--- config.mk ---
export PLATFORM = sky130hd
export DESIGN_NAME = ras_manager
export DESIGN_NICKNAME = d
export VERILOG_FILES = /design/src/rtl/ras_pkg.sv /design/src/rtl/ras_mem.sv /design/src/rtl/ras_manager.sv
export SDC_FILE = /design/constraint.sdc
export NUM_CORES = 1
export LEC_CHECK = 0
export CELL_PAD_IN_SITES_DETAIL_PLACEMENT = 1
export CELL_PAD_IN_SITES_GLOBAL_PLACEMENT = 2
export CORE_MARGIN = 2
export CORE_UTILIZATION = 25
export CTS_BUF_LIST = sky130_fd_sc_hd__clkbuf_8
export CTS_CLUSTER_SIZE = 8
export DETAILED_ROUTE_END_ITERATION = 8
export PLACE_DENSITY = 0.5
export SETUP_SLACK_MARGIN = 0.15
export SKIP_LAST_GASP = 1
export SLEW_MARGIN = 25
export SYNTH_ARGS = -nofsm -noshare
export SYNTH_HDL_FRONTEND = slang
export SYNTH_SLANG_ARGS = --single-unit
--- constraint.sdc ---
create_clock -name clk -period 5.4 [get_ports clk]
set_clock_uncertainty 0.1 [all_clocks]
set_input_delay 1.08 -clock clk [delete_from_list [all_inputs] [get_ports clk]]
set_output_delay 1.08 -clock clk [all_outputs]
set_load 0.01 [all_outputs]
--- src/rtl/ras_pkg.sv ---
// ============================================================================
// Module      : ras_pkg
// Description : Shared defaults, null return address and FSM encoding for the
//               return-address-stack manager.
// Revision    : 1.0 - initial release
// ============================================================================
`default_nettype none

package ras_pkg;

  localparam int unsigned RAS_XLEN  = 32;
  localparam int unsigned RAS_DEPTH = 8;
  localparam logic [31:0] RAS_NULL  = 32'hFFFF_FFFF;

  typedef enum logic [1:0] {
    IDLE       = 2'd0,
    RD_POP     = 2'd1,
    RD_POPPUSH = 2'd2
  } ras_state_e;

endpackage

`default_nettype wire

--- src/rtl/ras_mem.sv ---
// ============================================================================
// Module      : ras_mem
// Description : DEPTH x XLEN single-port storage, one read or write per cycle,
//               synchronous read with the read data held until the next read.
// Revision    : 1.0 - initial release
// ============================================================================
`default_nettype none

module ras_mem
  import ras_pkg::*;
#(
  parameter int unsigned XLEN  = RAS_XLEN,
  parameter int unsigned DEPTH = RAS_DEPTH,
  parameter int unsigned AW    = (DEPTH > 1) ? $clog2(DEPTH) : 1
) (
  input  logic            clk,
  input  logic            en_i,
  input  logic            we_i,
  input  logic [AW-1:0]   addr_i,
  input  logic [XLEN-1:0] wdata_i,
  output logic [XLEN-1:0] rdata_o
);

  logic [XLEN-1:0] mem_q [DEPTH];
  logic [XLEN-1:0] rdata_q;

  always_ff @(posedge clk) begin
    if (en_i) begin
      if (we_i) begin
        mem_q[addr_i] <= wdata_i;
      end else begin
        rdata_q <= mem_q[addr_i];
      end
    end
  end

  assign rdata_o = rdata_q;

endmodule

`default_nettype wire

--- src/rtl/ras_manager.sv ---
// ============================================================================
// Module      : ras_manager
// Description : Circular return-address stack with push/pop/pop-then-push
//               requests, flush, overflow reporting and 1-cycle pop latency.
// Revision    : 1.0 - initial release
// ============================================================================
`default_nettype none

module ras_manager
  import ras_pkg::*;
#(
  parameter int unsigned XLEN  = RAS_XLEN,
  parameter int unsigned DEPTH = RAS_DEPTH
) (
  input  logic            clk,
  input  logic            reset_in,
  input  logic            req_valid,
  output logic            req_ready,
  input  logic            push,
  input  logic            pop,
  input  logic [XLEN-1:0] pctoras,
  input  logic            flush,
  output logic [XLEN-1:0] pcfromras,
  output logic            pop_valid,
  output logic            pop_miss,
  output logic            empty,
  output logic            full,
  output logic            overflow
);

  localparam int unsigned     AW        = (DEPTH > 1) ? $clog2(DEPTH) : 1;
  localparam logic [AW:0]     COUNT_MAX = (AW + 1)'(DEPTH);
  localparam logic [AW:0]     COUNT_ONE = (AW + 1)'(1);
  localparam logic [AW-1:0]   SP_ONE    = AW'(1);
  localparam logic [XLEN-1:0] NULL_ADDR = XLEN'(RAS_NULL);

  ras_state_e      state_q, state_d;
  logic [AW-1:0]   sp_q, sp_d;
  logic [AW:0]     count_q, count_d;
  logic            miss_q, miss_d;
  logic [XLEN-1:0] push_data_q, push_data_d;
  logic            overflow_q, overflow_d;
  logic [XLEN-1:0] pcfromras_q, pcfromras_d;

  logic            accept;
  logic [XLEN-1:0] pop_data;
  logic            mem_en;
  logic            mem_we;
  logic [AW-1:0]   mem_addr;
  logic [XLEN-1:0] mem_wdata;
  logic [XLEN-1:0] mem_rdata;

  ras_mem #(
    .XLEN  (XLEN),
    .DEPTH (DEPTH),
    .AW    (AW)
  ) u_mem (
    .clk     (clk),
    .en_i    (mem_en && !reset_in),
    .we_i    (mem_we),
    .addr_i  (mem_addr),
    .wdata_i (mem_wdata),
    .rdata_o (mem_rdata)
  );

  always_comb begin
    state_d     = state_q;
    sp_d        = sp_q;
    count_d     = count_q;
    miss_d      = miss_q;
    push_data_d = push_data_q;
    overflow_d  = 1'b0;
    pcfromras_d = pcfromras_q;
    mem_en      = 1'b0;
    mem_we      = 1'b0;
    mem_addr    = sp_q;
    mem_wdata   = pctoras;

    req_ready = (state_q == IDLE) && !reset_in;
    accept    = req_valid && req_ready;

    // The pop result leaves combinationally in the read cycle; flush or reset
    // arriving in that same cycle cancels it.
    pop_valid = (state_q != IDLE) && !flush && !reset_in;
    pop_miss  = pop_valid && miss_q;
    pop_data  = miss_q ? NULL_ADDR : mem_rdata;
    pcfromras = pop_valid ? pop_data : pcfromras_q;
    if (pop_valid) begin
      pcfromras_d = pop_data;
    end

    if (flush) begin
      sp_d    = '0;
      count_d = '0;
      state_d = IDLE;
    end else begin
      unique case (state_q)
        IDLE: begin
          if (accept) begin
            if (pop) begin
              push_data_d = pctoras;
              state_d     = push ? RD_POPPUSH : RD_POP;
              if (count_q == '0) begin
                miss_d = 1'b1;
              end else begin
                miss_d   = 1'b0;
                mem_en   = 1'b1;
                mem_addr = sp_q - SP_ONE;
                sp_d     = sp_q - SP_ONE;
                count_d  = count_q - COUNT_ONE;
              end
            end else if (push) begin
              mem_en   = 1'b1;
              mem_we   = 1'b1;
              mem_addr = sp_q;
              sp_d     = sp_q + SP_ONE;
              if (count_q == COUNT_MAX) begin
                overflow_d = 1'b1;
              end else begin
                count_d = count_q + COUNT_ONE;
              end
            end
          end
        end

        RD_POP: begin
          state_d = IDLE;
        end

        RD_POPPUSH: begin
          // The read completed last cycle, so the port is free for the write.
          mem_en    = 1'b1;
          mem_we    = 1'b1;
          mem_addr  = sp_q;
          mem_wdata = push_data_q;
          sp_d      = sp_q + SP_ONE;
          count_d   = (count_q == COUNT_MAX) ? COUNT_MAX : count_q + COUNT_ONE;
          state_d   = IDLE;
        end

        default: begin
          state_d = IDLE;
        end
      endcase
    end
  end

  always_ff @(posedge clk) begin
    if (reset_in) begin
      state_q     <= IDLE;
      sp_q        <= '0;
      count_q     <= '0;
      miss_q      <= 1'b0;
      push_data_q <= '0;
      overflow_q  <= 1'b0;
      pcfromras_q <= NULL_ADDR;
    end else begin
      state_q     <= state_d;
      sp_q        <= sp_d;
      count_q     <= count_d;
      miss_q      <= miss_d;
      push_data_q <= push_data_d;
      overflow_q  <= overflow_d;
      pcfromras_q <= pcfromras_d;
    end
  end

  assign empty    = (count_q == '0);
  assign full     = (count_q == COUNT_MAX);
  assign overflow = overflow_q;

endmodule

`default_nettype wire

==> results.toml <==
[final_layout]
final_cell_area_um2 = 19270
drive_gt1_share_pct = 21.28
fin_nets = 1273
syn_to_final_growth_pct = 21.36
final_cells = 2130

[synthesis]
syn_area_um2 = 15880
ys_types = 51
synth_top_area_share_pct = 54.45
ys_seq_area_share_pct = 63.90
muxShareOfSynthArea_pct = 16.18
synth_edf_count = 288
syn_avg_cell_area_um2 = 14.22
synth_top_family_by_area = "multiplexers"
synth_xor_area_share_pct = 0.4333
yosysWarnings = 0
ys_seq_elements = 363
synthCells = 1117
synthesis.nets = 1159
ys.flop_type = "edfxtp_1"
synth-compound-area-share_pct = 8.847
yosys.area_share.adder_pct = 0.3151
ys_async_sr_fraction_pct = 0
yosysTopAreaCell = "edfxtp_1"
netlist_top_cells_area = "edfxtp_1 (54%), dfxtp_1 (9.5%), mux4_2 (8.2%)"
yosys.area_share.simple_pct = 7.823

[sta]
slew_headroom_pct = 37.73
period_minus_slack_ns = 4.565
rsz0062_at_grt = "no"
finalSetupTns_ns = 0
slew_viol_final = 0
period_share_pct = 84.54
hold_viol = 0
setup_viol = 0
whs_ns = 0.3516
worstMarginPinSlew_ns = 0.9341
fmax_mhz = 219.0

[worst_hold_path]
hold_class = "flip-flop to flip-flop"
whs_path_depth = 2
hold_end = "push_data_q[8]"
worstHoldStart = "push_data_q[8]"

[cts]
cts_root_buf = "clkbuf_8"
cts_buffers = 72
cts_tree = "built"
htree_levels = 3
post_cts_resized = 0
path_clk_slew_ns = 0.05
clkSinkCount = 363
cts_setup_buffers = 0
postCtsHoldBufs = 0
clockBufferDepth = 3
clock_latency_ns = 0.63

[worst_setup_path]
critPathRequiredTime_ns = 4.22
cpLargestDelayFamily = "buffers and inverters"
cp_cell_sequence = "clkdlybuf4s50_1 > nor2_1 > o21ai_4 > buf_4 > nand2_1 > o21ai_0 > clkdlybuf4s50_1"
crit_path_frequent_cell = "clkdlybuf4s50_1"
path_max_fanout = 34
path_buf_inv = 3
r2r_start = "sp_q[0]"
reg2reg_slack_ns = 1.70
critical_path_class = "input pin to primary output"
max_stage_delay_ns = 0.62
crit_slowest_cell = "clkdlybuf4s50_1"
cp_data_arrival_time_ns = 3.39
worstReg2RegEnd = "u_mem.mem_q[3][31]"
worst_setup_path_start_kind = "input pin"
endpoint_kind = "primary output"
r2r_cells = 9

[route]
top_layer = "met4"
wl_met1_um = 21950
wl_met2_um = 21650
wl_met3_um = 1646
ant_nets = 0
viasPerCell = 4.621
num_vias = 9842
drc = 0
firstDrtPassIters = 6
finalWirelength_um = 46060
drtIter0Drc = 541
wl_per_cell_um = 21.62

[global_route]
grt.overflow.total = 0
grt_pass1_wl_um = 69880
grt_max_degree = 54
grt_antenna_before_repair = 2
grt_pass1_vias = 10589
grt_use_total_pct = 14.28

[power_and_ir_drop]
p_leak_nw = 6.127
ir_drop_uv = 127.0
power.total_mw = 5.975
power_density_nw_per_um2 = 310.0

[floorplan]
coreArea_um2 = 62970
die_w_um = 256.1
io_pins = 76
dieArea_um2 = 65560
rows = 92
start_util_pct = 25.22
die_h_um = 256.1

[run]
drv_cap = 0

[place]
post-place-cells = 2003
dp_hpwl_um = 28490
place_area_um2 = 17900
io_buffer_count = 75
place.gp.congestion = 0.7157

[outcome]
status = "completed"
-- kinds of logic (layout without fill, tap and decap cells) --
group	Yosys count	after routing
AND/OR/NAND/NOR	272	272
adder cells (fa/ha/maj)	4	4
multiplexers	180	180
flip-flops	363	363
AO/OA/AOI/OAI	201	201
buffers and inverters	90	256
XOR/XNOR	7	7
other	0	1
-- where the power goes --
| part | total (mW) | internal [mW] | switching, mW | leakage (nW) |
|---|---|---|---|---|
| Clock | 2.67 | 1.48 | 1.19 | 0.801 |
| Combinational | 0.270 | 0.112 | 0.159 | 2.13 |
| Sequential | 3.04 | 3.03 | 0.0102 | 3.20 |
| Total | 5.98 | 4.62 | 1.36 | 6.13 |
-- flip-flops by register name, indices dropped and copies added (netlist names) --
register,count
miss_q,1
overflow,1
pcfromras_q,32
sp_q,3
u_mem.mem_q,256
u_mem.rdata_o,32
state_q,2
count_q,4
push_data_q,32
-- worst max path at each step --
stage / slack [ns] / depth (start not counted) / to / from
final: 0.83 / 7 / pcfromras[8] / flush
after global routing: 0.61 / 7 / pcfromras[4] / flush
after CTS: 0.77 / 7 / pcfromras[8] / flush
after detailed placement: 0.78 / 7 / pcfromras[8] / flush
after global placement: 0.81 / 7 / pcfromras[8] / flush
after floorplan: 0.90 / 7 / u_mem.mem_q[1][0] / pop
-- cell usage in the layout, fill, tap and decap left out, types with 10 or more instances in the layout --
cell / Yosys / layout
nand2b_1: 34 / 34
a21oi_1: 34 / 34
nor2_4: 0 / 10
mux2i_1: 88 / 88
clkbuf_8: 0 / 82
inv_1: 9 / 35
clkinv_2: 0 / 10
o211ai_1: 29 / 29
a22oi_1: 19 / 19
nand2_1: 134 / 134
mux2_2: 34 / 34
mux4_2: 58 / 58
o21ai_0: 37 / 36
o22ai_1: 29 / 29
clkdlybuf4s50_1: 0 / 74
nor2_1: 58 / 48
dfxtp_1: 75 / 73
a22oi_2: 10 / 10
buf_4: 1 / 37
edfxtp_1: 288 / 288
a21boi_0: 12 / 12
and3_1: 13 / 13
-- per-layer routing --
metal	vias up	GRT usage [%]
li1	4529	-
met4	0	4.126
met2	167	23.19
met3	61	2.882
met5	-	0
met1	5085	19.27
-- per-stage QoR --
| step | setup WS [ns] | utilization, % |
|---|---|---|
| after floorplan | 0.8967 | - |
| after global placement | 0.8136 | 28.43 |
| after detailed placement | 0.7755 | 28.43 |
| after CTS | 0.7685 | 30.61 |
| after global routing | 0.6127 | 30.61 |
| final | 0.8347 | 30.61 |
-- worst register-to-register path, delay by kind of cell (launching register included) --
| family | cells | cell delay, ns |
|---|---|---|
| AOI/OAI and AO/OA | 1 | 0.19 |
| adders and majority gates | 1 | 0.32 |
| buffers and inverters | 4 | 1.13 |
| DFF | 1 | 0.71 |
| and+or+nand+nor | 3 | 0.94 |
-- cell type report --
class	count	area, um^2
clock buffer	82	1129
sequential	363	10160
fill	6672	43690
antenna	1	2.502
timing repair buffer	119	1164
tap	846	1059
clock inverter	44	245.2
multi-input combinational	664	5477
inverter	11	42.54
-- synthesized netlist by cell type (2+ instances only) --
master / number
and2_1: 2
a2111oi_0: 7
o22ai_1: 29
nand3_1: 6
xnor2_1: 5
nand4_1: 4
nor3_1: 3
mux2_2: 34
o211ai_1: 29
mux4_2: 58
buf_1: 3
ha_1: 4
dfxtp_1: 75
mux2i_1: 88
o21a_1: 4
a31oi_1: 4
or2_2: 4
a21oi_1: 34
a21boi_0: 12
and3_1: 13
buf_2: 19
inv_1: 9
o21ai_0: 37
inv_2: 2
edfxtp_1: 288
clkbuf_1: 51
nor2_1: 58
a211oi_1: 8
nor2b_1: 4
nor4_1: 4
o31ai_4: 3
nand2b_1: 34
a22oi_1: 19
buf_6: 4
a22oi_2: 10
nand2_1: 134
(Power assumes the default switching activity.)
